**src/rtl/cob_timing_arbiter.sv**
```systemverilog
// cob_timing_arbiter: merges COB timing streams A and B through per-stream
// FIFOs and a round-robin arbiter. Define COB_ARB_OVFL_CNT_EN to build the drop counters.
module cob_timing_arbiter #(
    parameter int DEPTH     = 4,
    parameter int CNT_WIDTH = 16
) (
    input  logic                 sysClk125,
    input  logic                 sysClk125Rst,
    input  logic [9:0]           rxDataA,
    input  logic                 rxDataAEn,
    input  logic [9:0]           rxDataB,
    input  logic                 rxDataBEn,
    output logic [9:0]           txData,
    output logic                 txDataEn,
    input  logic                 txReady,
    output logic                 lastGrantB,
    output logic                 fifoAFull,
    output logic                 fifoBFull,
    output logic [CNT_WIDTH-1:0] ovflCntA,
    output logic [CNT_WIDTH-1:0] ovflCntB
);

    localparam int AW = (DEPTH > 1) ? $clog2(DEPTH) : 1;
    localparam int CW = AW + 1;
    localparam logic [CW-1:0] FULL_CNT = CW'(DEPTH);

    logic [9:0]    memA_q [DEPTH];
    logic [9:0]    memB_q [DEPTH];
    logic [AW-1:0] wrPtrA_q, rdPtrA_q;
    logic [AW-1:0] wrPtrB_q, rdPtrB_q;
    logic [CW-1:0] cntA_q, cntA_d;
    logic [CW-1:0] cntB_q, cntB_d;
    logic [9:0]    txData_q;
    logic          txDataEn_q;
    logic          lastGrantB_q;
    logic          fullA_q, fullB_q;

    logic          neA, neB;
    logic          popA, popB;
    logic          wrA, wrB;
    logic [9:0]    popWord;

    assign neA = (cntA_q != '0);
    assign neB = (cntB_q != '0);

    // Round-robin pick using counts from before the edge; A wins ties after B.
    always_comb begin
        popA = 1'b0;
        popB = 1'b0;
        if (txReady) begin
            if (neA && neB) begin
                popA = lastGrantB_q;
                popB = !lastGrantB_q;
            end else begin
                popA = neA;
                popB = neB;
            end
        end
    end

    // A full FIFO still accepts a word when it is popped on the same edge.
    assign wrA = rxDataAEn && ((cntA_q != FULL_CNT) || popA);
    assign wrB = rxDataBEn && ((cntB_q != FULL_CNT) || popB);

    assign popWord = popA ? memA_q[rdPtrA_q] : memB_q[rdPtrB_q];

    // Next occupancy of each FIFO: moves by at most one per edge.
    always_comb begin
        cntA_d = cntA_q;
        cntB_d = cntB_q;
        if (wrA && !popA) begin
            cntA_d = cntA_q + 1'b1;
        end else if (!wrA && popA) begin
            cntA_d = cntA_q - 1'b1;
        end
        if (wrB && !popB) begin
            cntB_d = cntB_q + 1'b1;
        end else if (!wrB && popB) begin
            cntB_d = cntB_q - 1'b1;
        end
    end

    // FIFO storage; contents are meaningless once reset clears the counts.
    always_ff @(posedge sysClk125) begin
        if (!sysClk125Rst && wrA) begin
            memA_q[wrPtrA_q] <= rxDataA;
        end
        if (!sysClk125Rst && wrB) begin
            memB_q[wrPtrB_q] <= rxDataB;
        end
    end

    // Pointers, counts, flags and the registered output word.
    always_ff @(posedge sysClk125) begin
        if (sysClk125Rst) begin
            wrPtrA_q     <= '0;
            rdPtrA_q     <= '0;
            wrPtrB_q     <= '0;
            rdPtrB_q     <= '0;
            cntA_q       <= '0;
            cntB_q       <= '0;
            txData_q     <= '0;
            txDataEn_q   <= 1'b0;
            lastGrantB_q <= 1'b1;
            fullA_q      <= 1'b0;
            fullB_q      <= 1'b0;
        end else begin
            if (wrA) wrPtrA_q <= wrPtrA_q + 1'b1;
            if (wrB) wrPtrB_q <= wrPtrB_q + 1'b1;
            if (popA) rdPtrA_q <= rdPtrA_q + 1'b1;
            if (popB) rdPtrB_q <= rdPtrB_q + 1'b1;
            cntA_q     <= cntA_d;
            cntB_q     <= cntB_d;
            fullA_q    <= (cntA_d == FULL_CNT);
            fullB_q    <= (cntB_d == FULL_CNT);
            txDataEn_q <= popA || popB;
            if (popA || popB) begin
                txData_q     <= popWord;
                lastGrantB_q <= popB;
            end
        end
    end

`ifdef COB_ARB_OVFL_CNT_EN
    logic                 dropA, dropB;
    logic [CNT_WIDTH-1:0] ovflA_q, ovflB_q;

    assign dropA = rxDataAEn && !wrA;
    assign dropB = rxDataBEn && !wrB;

    // Saturating count of words dropped at a full FIFO.
    always_ff @(posedge sysClk125) begin
        if (sysClk125Rst) begin
            ovflA_q <= '0;
            ovflB_q <= '0;
        end else begin
            if (dropA && !(&ovflA_q)) ovflA_q <= ovflA_q + 1'b1;
            if (dropB && !(&ovflB_q)) ovflB_q <= ovflB_q + 1'b1;
        end
    end

    assign ovflCntA = ovflA_q;
    assign ovflCntB = ovflB_q;
`else
    assign ovflCntA = '0;
    assign ovflCntB = '0;
`endif

    assign txData     = txData_q;
    assign txDataEn   = txDataEn_q;
    assign lastGrantB = lastGrantB_q;
    assign fifoAFull  = fullA_q;
    assign fifoBFull  = fullB_q;

endmodule

```
**config.mk**
```make
export PLATFORM = sky130hd
export DESIGN_NAME = cob_timing_arbiter
export DESIGN_NICKNAME = d
export VERILOG_FILES = /design/src/rtl/cob_timing_arbiter.sv
export SDC_FILE = /design/constraint.sdc
export NUM_CORES = 1
export LEC_CHECK = 0
export CAP_MARGIN = 25
export CORE_MARGIN = 2
export CORE_UTILIZATION = 54
export DETAILED_ROUTE_END_ITERATION = 10
export PLACE_DENSITY = 0.85
export SLEW_MARGIN = 20
export SYNTH_ARGS = -nofsm -noshare
export SYNTH_HDL_FRONTEND = slang
export SYNTH_SLANG_ARGS = --single-unit
```
**constraint.sdc**
```tcl
create_clock -name sysClk125 -period 2.7 [get_ports sysClk125]
set_input_delay 0.54 -clock sysClk125 [delete_from_list [all_inputs] [get_ports sysClk125]]
set_output_delay 0.54 -clock sysClk125 [all_outputs]
set_load 0.02 [all_outputs]
```
### Word level (Yosys, flattened, before mapping)

Memory sizes are Yosys's and may differ from the RTL's. A register that Yosys moved wholly into a read port is not among the register bits.
Cells that the tools add are included.

| storage, ports and cells | value |
|---|---|
| memories | 2 |
| input port bits | 25 |
| bits in registers | 28 |
| logic and storage cells | 62 |
| output and inout bits | 46 |
| RAM bits | 80 |

| cells by class | value |
|---|---|
| add/subtract/negate cells | 8 |
| mux-type cells | 17 |
| reductions and logical operators | 20 |
| eq/ne operators | 4 |

Memories:

| memory | words | bits a word | read ports | clocked after memory_dff | wr ports | line | text |
|---|---|---|---|---|---|---|---|
| memA_q | 4 | 10 | 1 | 1 | 1 | 27 | `logic [9:0] memA_q [DEPTH];` |
| memB_q | 4 | 10 | 1 | 1 | 1 | 28 | `logic [9:0] memB_q [DEPTH];` |

Operator list:

| cell | count |
|---|---|
| $mux 3 | 4 |
| $mux 10 | 1 |
| $logic_and 1x1->1 | 9 |
| $add 2x1->2 const B | 4 |
| $mux 1 | 8 |
| $mux 2 | 4 |
| $add 3x1->3 const B | 2 |
| $eq 3x3->1 const B | 2 |
| $logic_not 1->1 | 6 |
| $ne 3x3->1 const B | 2 |
| $reduce_bool 3->1 | 2 |
| $sub 3x1->3 const B | 2 |
| $logic_or 1x1->1 | 3 |

### Longest topological paths before layout

Gate-level depths: netlist of the first run.

| depth | value |
|---|---|
| word-level depth | 11 |
| mapped depth | 8 |
| depth with buffers taken out | 7 |

### Least setup slack after synthesis of the first run

OpenSTA, ideal clock, no wires.

| timing path | value |
|---|---|
| path type | reg-to-reg |
| from | register cntB_q[0] |
| to | memory memA_q[0][0] (enable) |
| setup time | 343 ps |
| path slack | 600 ps |
| arrival | 1757 ps |
| required time | 2357 ps |
| buffers on the path | 0 |
| cell stages (with the launch flop) | 8 |
| cell sequence | dfxtp_1 inv_1 ha_1 nand2b_4 a21oi_4 o21ai_0 nor2_1 and2_1 |

| on the way | value |
|---|---|
| cells in the longest elaborated chain, start to end | 9 |

RTL lines:

| item | line | text |
|---|---|---|
| start: declaration | 32 | `logic [CW-1:0] cntB_q, cntB_d;` |
| start signal: assignment | 113 | `cntB_q <= cntB_d;` |
| $reduce_bool 3->1 | 44 | `assign neB = (cntB_q != '0);` |
| $logic_and 1x1->1 | 51 | `if (neA && neB) begin` |
| $mux 1 | 51 |  |
| $mux 1 | 50 | `if (txReady) begin` |
| $logic_or 1x1->1 | 62 | `assign wrA = rxDataAEn && ((cntA_q != FULL_CNT) \|\| popA);` |
| $logic_and 1x1->1 | 62 |  |
| $logic_and 1x1->1 | 85 | `if (!sysClk125Rst && wrA) begin` |
| $mux 1 | 85 |  |
| $mux 1 (not written as such) | 86 | `memA_q[wrPtrA_q] <= rxDataA;` |
| end: declaration | 27 |  |

Every way passes these cells.

### Final worst setup path of the first run

| timing path | value |
|---|---|
| from | register cntB_q[0] |
| to | memory memA_q[3][9] (enable) |

Same word-level chain as after synthesis.

==> flow_summary_export.csv, run 1 <==
group,metric,value,unit
clock_tree,cts_buffers,9,
sta,relSlewSlack,54.24,%
sta,setup_viol,0,
detailed_routing,wirelength,8264,µm
critical_path,reg2reg_depth,7,
detailed_routing,first_pass_iters,4,
sta,final.min_clock_period,2.329,ns
synth,syn-instance-count,338,
detailed_routing,via_per_inst,5.451,
clock_tree,clk_pin_slew,0.10,ns
clock_tree,post-cts-setup-buffers,0,
cells_and_area,fin_nets,418,
detailed_routing,drt_iter0_markers,138,
grt,grt_overflow,0,
sta,finalCritPeriodShare,86.27,%
grt,antenna_found_initial,0,
detailed_routing,drt.antenna.violating_nets,0,
sta,rsz0062_at_grt,"no",
sta,final-hold-violation-count,0,
detailed_routing,vias,2682,
clock_tree,clock-sinks,112,
place,placed_area,5315,µm²
sta,setup_slack,0.3708,ns
pwr,vdd_ir_drop_max,0.0005321,V
clock_tree,hold_buffers,0,
synth,syn_area_per_cell,14.63,µm²
sta,tightest_slew,0.6855,ns
cells_and_area,final_cell_mix,"80 x edfxtp_1, 38 x clkdlybuf4s50_1, 32 x dfxtp_1, 32 x conb_1, 30 x nor2_1",
sta,worst_hold_slack,0.5161,ns
synth,ys_seq_area_share,61.54,%
cells_and_area,area_growth,11.08,%
grt,grt_max_degree,24,
clock_tree,clock_path_buffers,2,
critical_path,critPathArrivalTime,2.34,ns
floorplan,die_w,99.69,µm
clock_tree,cts-resized-gates,0,
critical_path,startpoint_type,"flip-flop",
detailed_routing,drc,0,
clock_tree,cts_tree,"done",
sta,slew_viol_final,0,
synth,synth_cell_type_count,50,
cells_and_area,antenna_cells,0,
critical_path,required,2.71,ns
pwr,leakagePower,1.971,nW
synth,synth_flop_cell,"edfxtp_1",
floorplan,start_util,56.15,%
synth,synth_edf_count,80,
synth,netlist_area,4945,µm²
cells_and_area,drive_above_1_share,14.58,%
grt,grt_pass1_wl,13430,µm
critical_path,crit_type,"reg -> reg",
sta,skew,0.01448,ns
floorplan,io_pins,71,
critical_path,crit_fanout,10,
floorplan,die-area,9938,µm²
place,gp_congestion,0.8490,
hold_path,whs_path_depth,2,
run_status,status,"complete, no violations",
sta,finalSetupTns,0,ns
place,io_buffer_count,38,
floorplan,core,8806,µm²
pwr,powerDensity,864.5,nW/µm²
run,cap_viol_max_count,0,
clock_tree,cts_htree_levels,3,
synth,ys_ff_latch,112,
grt,grt.total_usage,18.19,%
detailed_routing,wire_per_inst,16.80,µm
place,place_hpwl,5862,µm
hold_path,min_path_type,"reg -> reg",
cells_and_area,final_common_cell,"edfxtp_1",
floorplan,num_rows,34,
grt,grt_pass1_vias,2651,
place,pre_cts_ws,0.1437,ns
synth,yosysWarnings,0,
sta,fmax,429.3,MHz
clock_tree,clock_latency,0.37,ns
cells_and_area,finalInstanceArea,5493,µm²
critical_path,cp-end-kind,"flip-flop",
floorplan,die_y,99.69,µm
synth,synthArstFlopShare,0,%
clock_tree,cts_root_buffer,"clkbuf_8",
critical_path,reg2reg_slack,0.37,ns
-- state kept, by name (all words and copies together), names as in the netlist, named ones only --
register	count
txDataEn	1
txData	10
fifoBFull	1
lastGrantB	1
rdPtrB_q	2
cntB_q	3
memB_q	40
wrPtrB_q	2
wrPtrA_q	2
memA_q	40
rdPtrA_q	2
fifoAFull	1
cntA_q	3
-- cell type report --
type / count / area, µm²
fill: 654 / 3313
sequential: 112 / 3043
multi-input combinational: 197 / 1648
timing repair buffer: 46 / 440.4
tap: 108 / 135.1
clock buffer: 10 / 127.6
clock inverter: 6 / 50.05
inverter: 13 / 48.80
-- logic make-up (layout without fill, tap and decap cells) --
kind of cell | after synthesis | after routing | synth area share [%]
buffers and inverters | 60 | 75 | 7.490
other | 1 | 32 | 0.07584
adder cells (fa/ha/maj) | 14 | 14 | 3.543
flip-flops | 112 | 112 | 61.54
AND/OR/NAND/NOR | 69 | 69 | 7.111
AO/OA/AOI/OAI | 41 | 41 | 7.085
multiplexers | 33 | 33 | 11.74
XOR/XNOR | 8 | 8 | 1.417
-- synthesized netlist by cell type, types with 2 or more instances --
library cell	n	area, µm²
edfxtp_1	80	2402
buf_4	33	247.7
dfxtp_1	32	640.6
nor2_1	30	112.6
mux4_2	20	450.4
ha_1	14	175.2
mux2i_1	13	130.1
a211oi_1	11	82.58
inv_1	11	41.29
nand2_1	10	37.54
and2_1	8	50.05
o21ai_0	7	35.03
clkbuf_1	6	22.52
buf_2	5	25.02
nand3_1	5	25.02
xnor2_1	4	35.03
xor2_1	4	35.03
a21oi_1	3	15.01
and3_1	3	18.77
nor3_1	3	15.01
a21oi_4	2	32.53
buf_6	2	22.52
inv_2	2	7.510
nand2b_1	2	12.51
nand2b_4	2	27.53
o2111ai_1	2	17.52
-- final timing paths --
check                                              end                    from
worst min-delay path            txData[1]$_SDFFE_PP0P_  txData[1]$_SDFFE_PP0P_
worst max register to register  memA_q[3][9]$_DFFE_PP_    cntB_q[0]$_SDFF_PP0_
worst max-delay path            memA_q[3][9]$_DFFE_PP_    cntB_q[0]$_SDFF_PP0_
worst min register to register  txData[1]$_SDFFE_PP0P_  txData[1]$_SDFFE_PP0P_
-- critical path, cell delays in order, from the launching register on --
cell	delay (ns)
dfxtp_1	0.37
inv_1	0.12
ha_1	0.37
nand2b_4	0.13
a21oi_4	0.17
o21ai_0	0.13
nor2_1	0.19
and2_1	0.50
-- through the flow --
stage / utilization, % / power (mW) / std cells
after global routing: 62.38 / 5.015 / 492
final: 62.38 / 4.748 / 492
after CTS: 62.38 / 4.769 / 492
after global placement: 60.36 / 3.818 / 476
after detailed placement: 60.36 / 3.870 / 476
after floorplan: - / 3.471 / 369
-- where the power goes --
| part | switching [mW] | leakage, nW | internal, mW |
|---|---|---|---|
| clock | 0.556 | 0.0945 | 0.351 |
| sequential | 0.223 | 0.990 | 2.05 |
| combinational | 0.829 | 0.886 | 0.744 |
-- layer usage --
metal,up-vias,wire [µm],GRT usage (%)
met4,0,361,10.33
met3,29,435,3.514
met2,107,3822,28.07
met5,-,0,0
met1,1273,3644,24.39
li1,1273,-,-
(Power assumes the default switching activity.)
==> inputs of run 2 (changes only) <==
--- a/config.mk
+++ b/config.mk
@@ -5,6 +5,7 @@
 export SDC_FILE = /design/constraint.sdc
 export NUM_CORES = 1
 export LEC_CHECK = 0
+export ABC_AREA = 1
 export CAP_MARGIN = 25
 export CORE_MARGIN = 2
 export CORE_UTILIZATION = 54
==> run 2 against run 1 <==
Die area up 1.7%; routed wire length up 9.1%; design area up 1.3%; clock skew down 0.0028 ns; core utilization down 1.6 points; critical path depth up 3; first-iteration DRC count up 65%; critical path type unchanged; critical endpoint is now memA_q[1][0]$_DFFE_PP_; highest routed layer unchanged.
==> flow_summary_export.csv, run 2 <==
group,metric,value,unit
floorplan,die_w,100.5,µm
grt,grt_max_degree,22,
grt,antenna_found_initial,0,
clock_tree,cts_buffers,9,
critical_path,cpMaxStageDelayCell,"dfxtp_1",
detailed_routing,routed.top_layer,"met4",
sta,fmax,465.3,MHz
sta,final-hold-violation-count,0,
cells_and_area,final_cell_mix,"80 x edfxtp_1, 72 x nor2_1, 39 x o21ai_0",
clock_tree,cts_tree,"done",
floorplan,die-area,10100,µm²
cells_and_area,multi_input_area,1580,µm²
detailed_routing,wire_per_inst,14.76,µm
synth,netlist_area,5030,µm²
synth,yosys-top-cells-area,"edfxtp_1 48%, dfxtp_1 13%, nor2_1 5.4%",
critical_path,critPathArrivalTime,2.21,ns
detailed_routing,drt.antenna.violating_nets,0,
run,cap_viol_max_count,0,
critical_path,crit_type,"reg -> reg",
critical_path,crit_fanout,8,
synth,synthArstFlopShare,0,%
synth,synth_top_cell_by_area,"edfxtp_1",
cells_and_area,fill_cells,704,
synth,ys_ff_latch,112,
cells_and_area,final_common_cell,"edfxtp_1",
pwr,leakagePower,2.126,nW
sta,tightest_slew,0.8484,ns
sta,final.min_clock_period,2.149,ns
floorplan,core,9153,µm²
sta,skew,0.01166,ns
sta,finalCritPeriodShare,79.60,%
synth,synth_cell_type_count,35,
clock_tree,clock_latency,0.35,ns
clock_tree,cts-resized-gates,0,
pwr,vdd_ir_drop_max,0.0004509,V
detailed_routing,drt_iter0_markers,228,
clock_tree,cts_htree_levels,3,
floorplan,die_y,100.5,µm
synth,synth_top_cell_area_share,47.76,%
sta,rsz0062_at_grt,"no",
synth,yosysWarnings,0,
clock_tree,clock-sinks,112,
floorplan,io_pins,71,
place,io_buffer_count,38,
cells_and_area,area_growth,10.65,%
cells_and_area,finalInstanceArea,5565,µm²
critical_path,startpoint_type,"flip-flop",
cells_and_area,drive_above_1_share,11.00,%
synth,syn-instance-count,453,
critical_path,reg2reg_slack,0.55,ns
detailed_routing,met2_length,4663,µm
pwr,powerDensity,756.2,nW/µm²
clock_tree,post-cts-setup-buffers,0,
floorplan,start_util,54.96,%
sta,setup_viol,0,
synth,synth_flop_cell,"edfxtp_1",
sta,relSlewSlack,43.23,%
cells_and_area,postLayoutCoreUtil,60.81,%
grt,grt.total_usage,18.39,%
cells_and_area,instances_no_fill,611,
place,placedCellCount,595,
critical_path,critPathMaxStageDelay,0.40,ns
detailed_routing,vias,3312,
place,place_hpwl,6509,µm
synth,synth_edf_count,80,
cells_and_area,seq_area,3043,µm²
grt,grt_pass1_vias,3095,
synth,synth_most_common_cell,"edfxtp_1",
floorplan,num_rows,35,
detailed_routing,via_per_inst,5.421,
place,placed_area,5384,µm²
critical_path,crit_chain,"inv_1 -> ha_1 -> a21oi_4 -> nand2_4 -> inv_6 -> o21ai_2 -> inv_2 -> nand2_2 -> nor2_1 -> buf_4",
clock_tree,cts_root_buffer,"clkbuf_8",
clock_tree,clock_path_buffers,2,
cells_and_area,fin_nets,534,
grt,grt_overflow,0,
grt,grt_pass1_wl,14430,µm
clock_tree,clk_pin_slew,0.10,ns
detailed_routing,first_pass_iters,5,
synth,syn_area_per_cell,11.10,µm²
sta,finalSetupTns,0,ns
synth,synth_common_cells,"80 x edfxtp_1, 72 x nor2_1, 39 x o21ai_0, 37 x nand2_1, 33 x buf_4",
cells_and_area,antenna_cells,0,
run_status,status,"complete, no violations",
pwr,p_total,4.209,mW
detailed_routing,drc,0,
synth,ys_seq_area_share,60.50,%
critical_path,cp-end-kind,"flip-flop",
sta,slew_viol_final,0,
place,gp_congestion,0.9130,
clock_tree,hold_buffers,0,
detailed_routing,wirelength,9017,µm
hold_path,min_path_type,"reg -> reg",
critical_path,required,2.76,ns
detailed_routing,dr_wl_met3,610,µm
detailed_routing,met1_length,3558,µm
[run 2: cell count changes after synthesis, sizes merged, moves of 7 or more]
cell,before,now
a211oi,12,0
a21oi,5,12
and2,8,0
inv,13,37
mux2i,13,0
mux4,20,0
nand2,10,42
nand3,5,30
nor2,30,74
o211ai,1,11
o21ai,8,40
o21bai,0,10
o221ai,1,10
[run 2: critical path, delay by kind of cell, from the launching register on]
family	cells	cell delay, ns
AND/OR/NAND/NOR	3	0.37
flip-flops	1	0.40
adder cells (fa/ha/maj)	1	0.28
buffers and inverters	4	0.47
AO/OA/AOI/OAI	2	0.34
[run 2: routing by layer]
layer  global-route usage (%)  up-vias
met5                        0        -
met4                    7.482        0
met3                    2.774       16
met2                    32.68      149
met1                    22.48     1573
li1                         -     1574
[run 2: cell type report]
| type | instances | area share (%) |
|---|---|---|
| timing repair buffer | 51 | 8.588 |
| clock inverter | 5 | 0.7194 |
| sequential | 112 | 54.68 |
| tap | 111 | 2.495 |
| multi-input combinational | 284 | 28.39 |
| clock buffer | 11 | 2.540 |
| inverter | 37 | 2.585 |
[run 2: path summary, 6_finish.rpt]
check | from | endpoint | cells after the start
max | cntA_q[0]$_SDFF_PP0_ | memA_q[1][0]$_DFFE_PP_ | 10
min | rdPtrB_q[1]$_SDFFE_PP0N_ | rdPtrB_q[1]$_SDFFE_PP0N_ | 2
max reg2reg | cntA_q[0]$_SDFF_PP0_ | memA_q[1][0]$_DFFE_PP_ | 10
min reg2reg | rdPtrB_q[1]$_SDFFE_PP0N_ | rdPtrB_q[1]$_SDFFE_PP0N_ | 2
[run 2: report_power, final]
part	switching (mW)	total [mW]	internal [mW]
logic	0.754	1.18	0.426
registers	0.110	2.11	2.00
clock network	0.547	0.918	0.371
total	1.41	4.21	2.80
[run 2: logic make-up after synthesis]
| logic type | count (synthesis) | share of synthesized area (%) |
|---|---|---|
| adders and majority gates | 14 | 3.483 |
| and+or+nand+nor | 152 | 13.38 |
| buffers and inverters | 88 | 10.40 |
| xor gates and xnor gates | 3 | 0.5225 |
| AOI/OAI and AO/OA | 83 | 11.64 |
| DFF | 112 | 60.50 |
| other | 1 | 0.07456 |
[run 2: through the flow]
step	hold slack, ns	setup WS, ns
floorplan	0.4356	0.5529
global placement	0.4502	0.3369
detailed placement	0.4567	0.2727
CTS	0.4729	0.5513
global route	0.4950	0.3648
finish	0.4762	0.5507
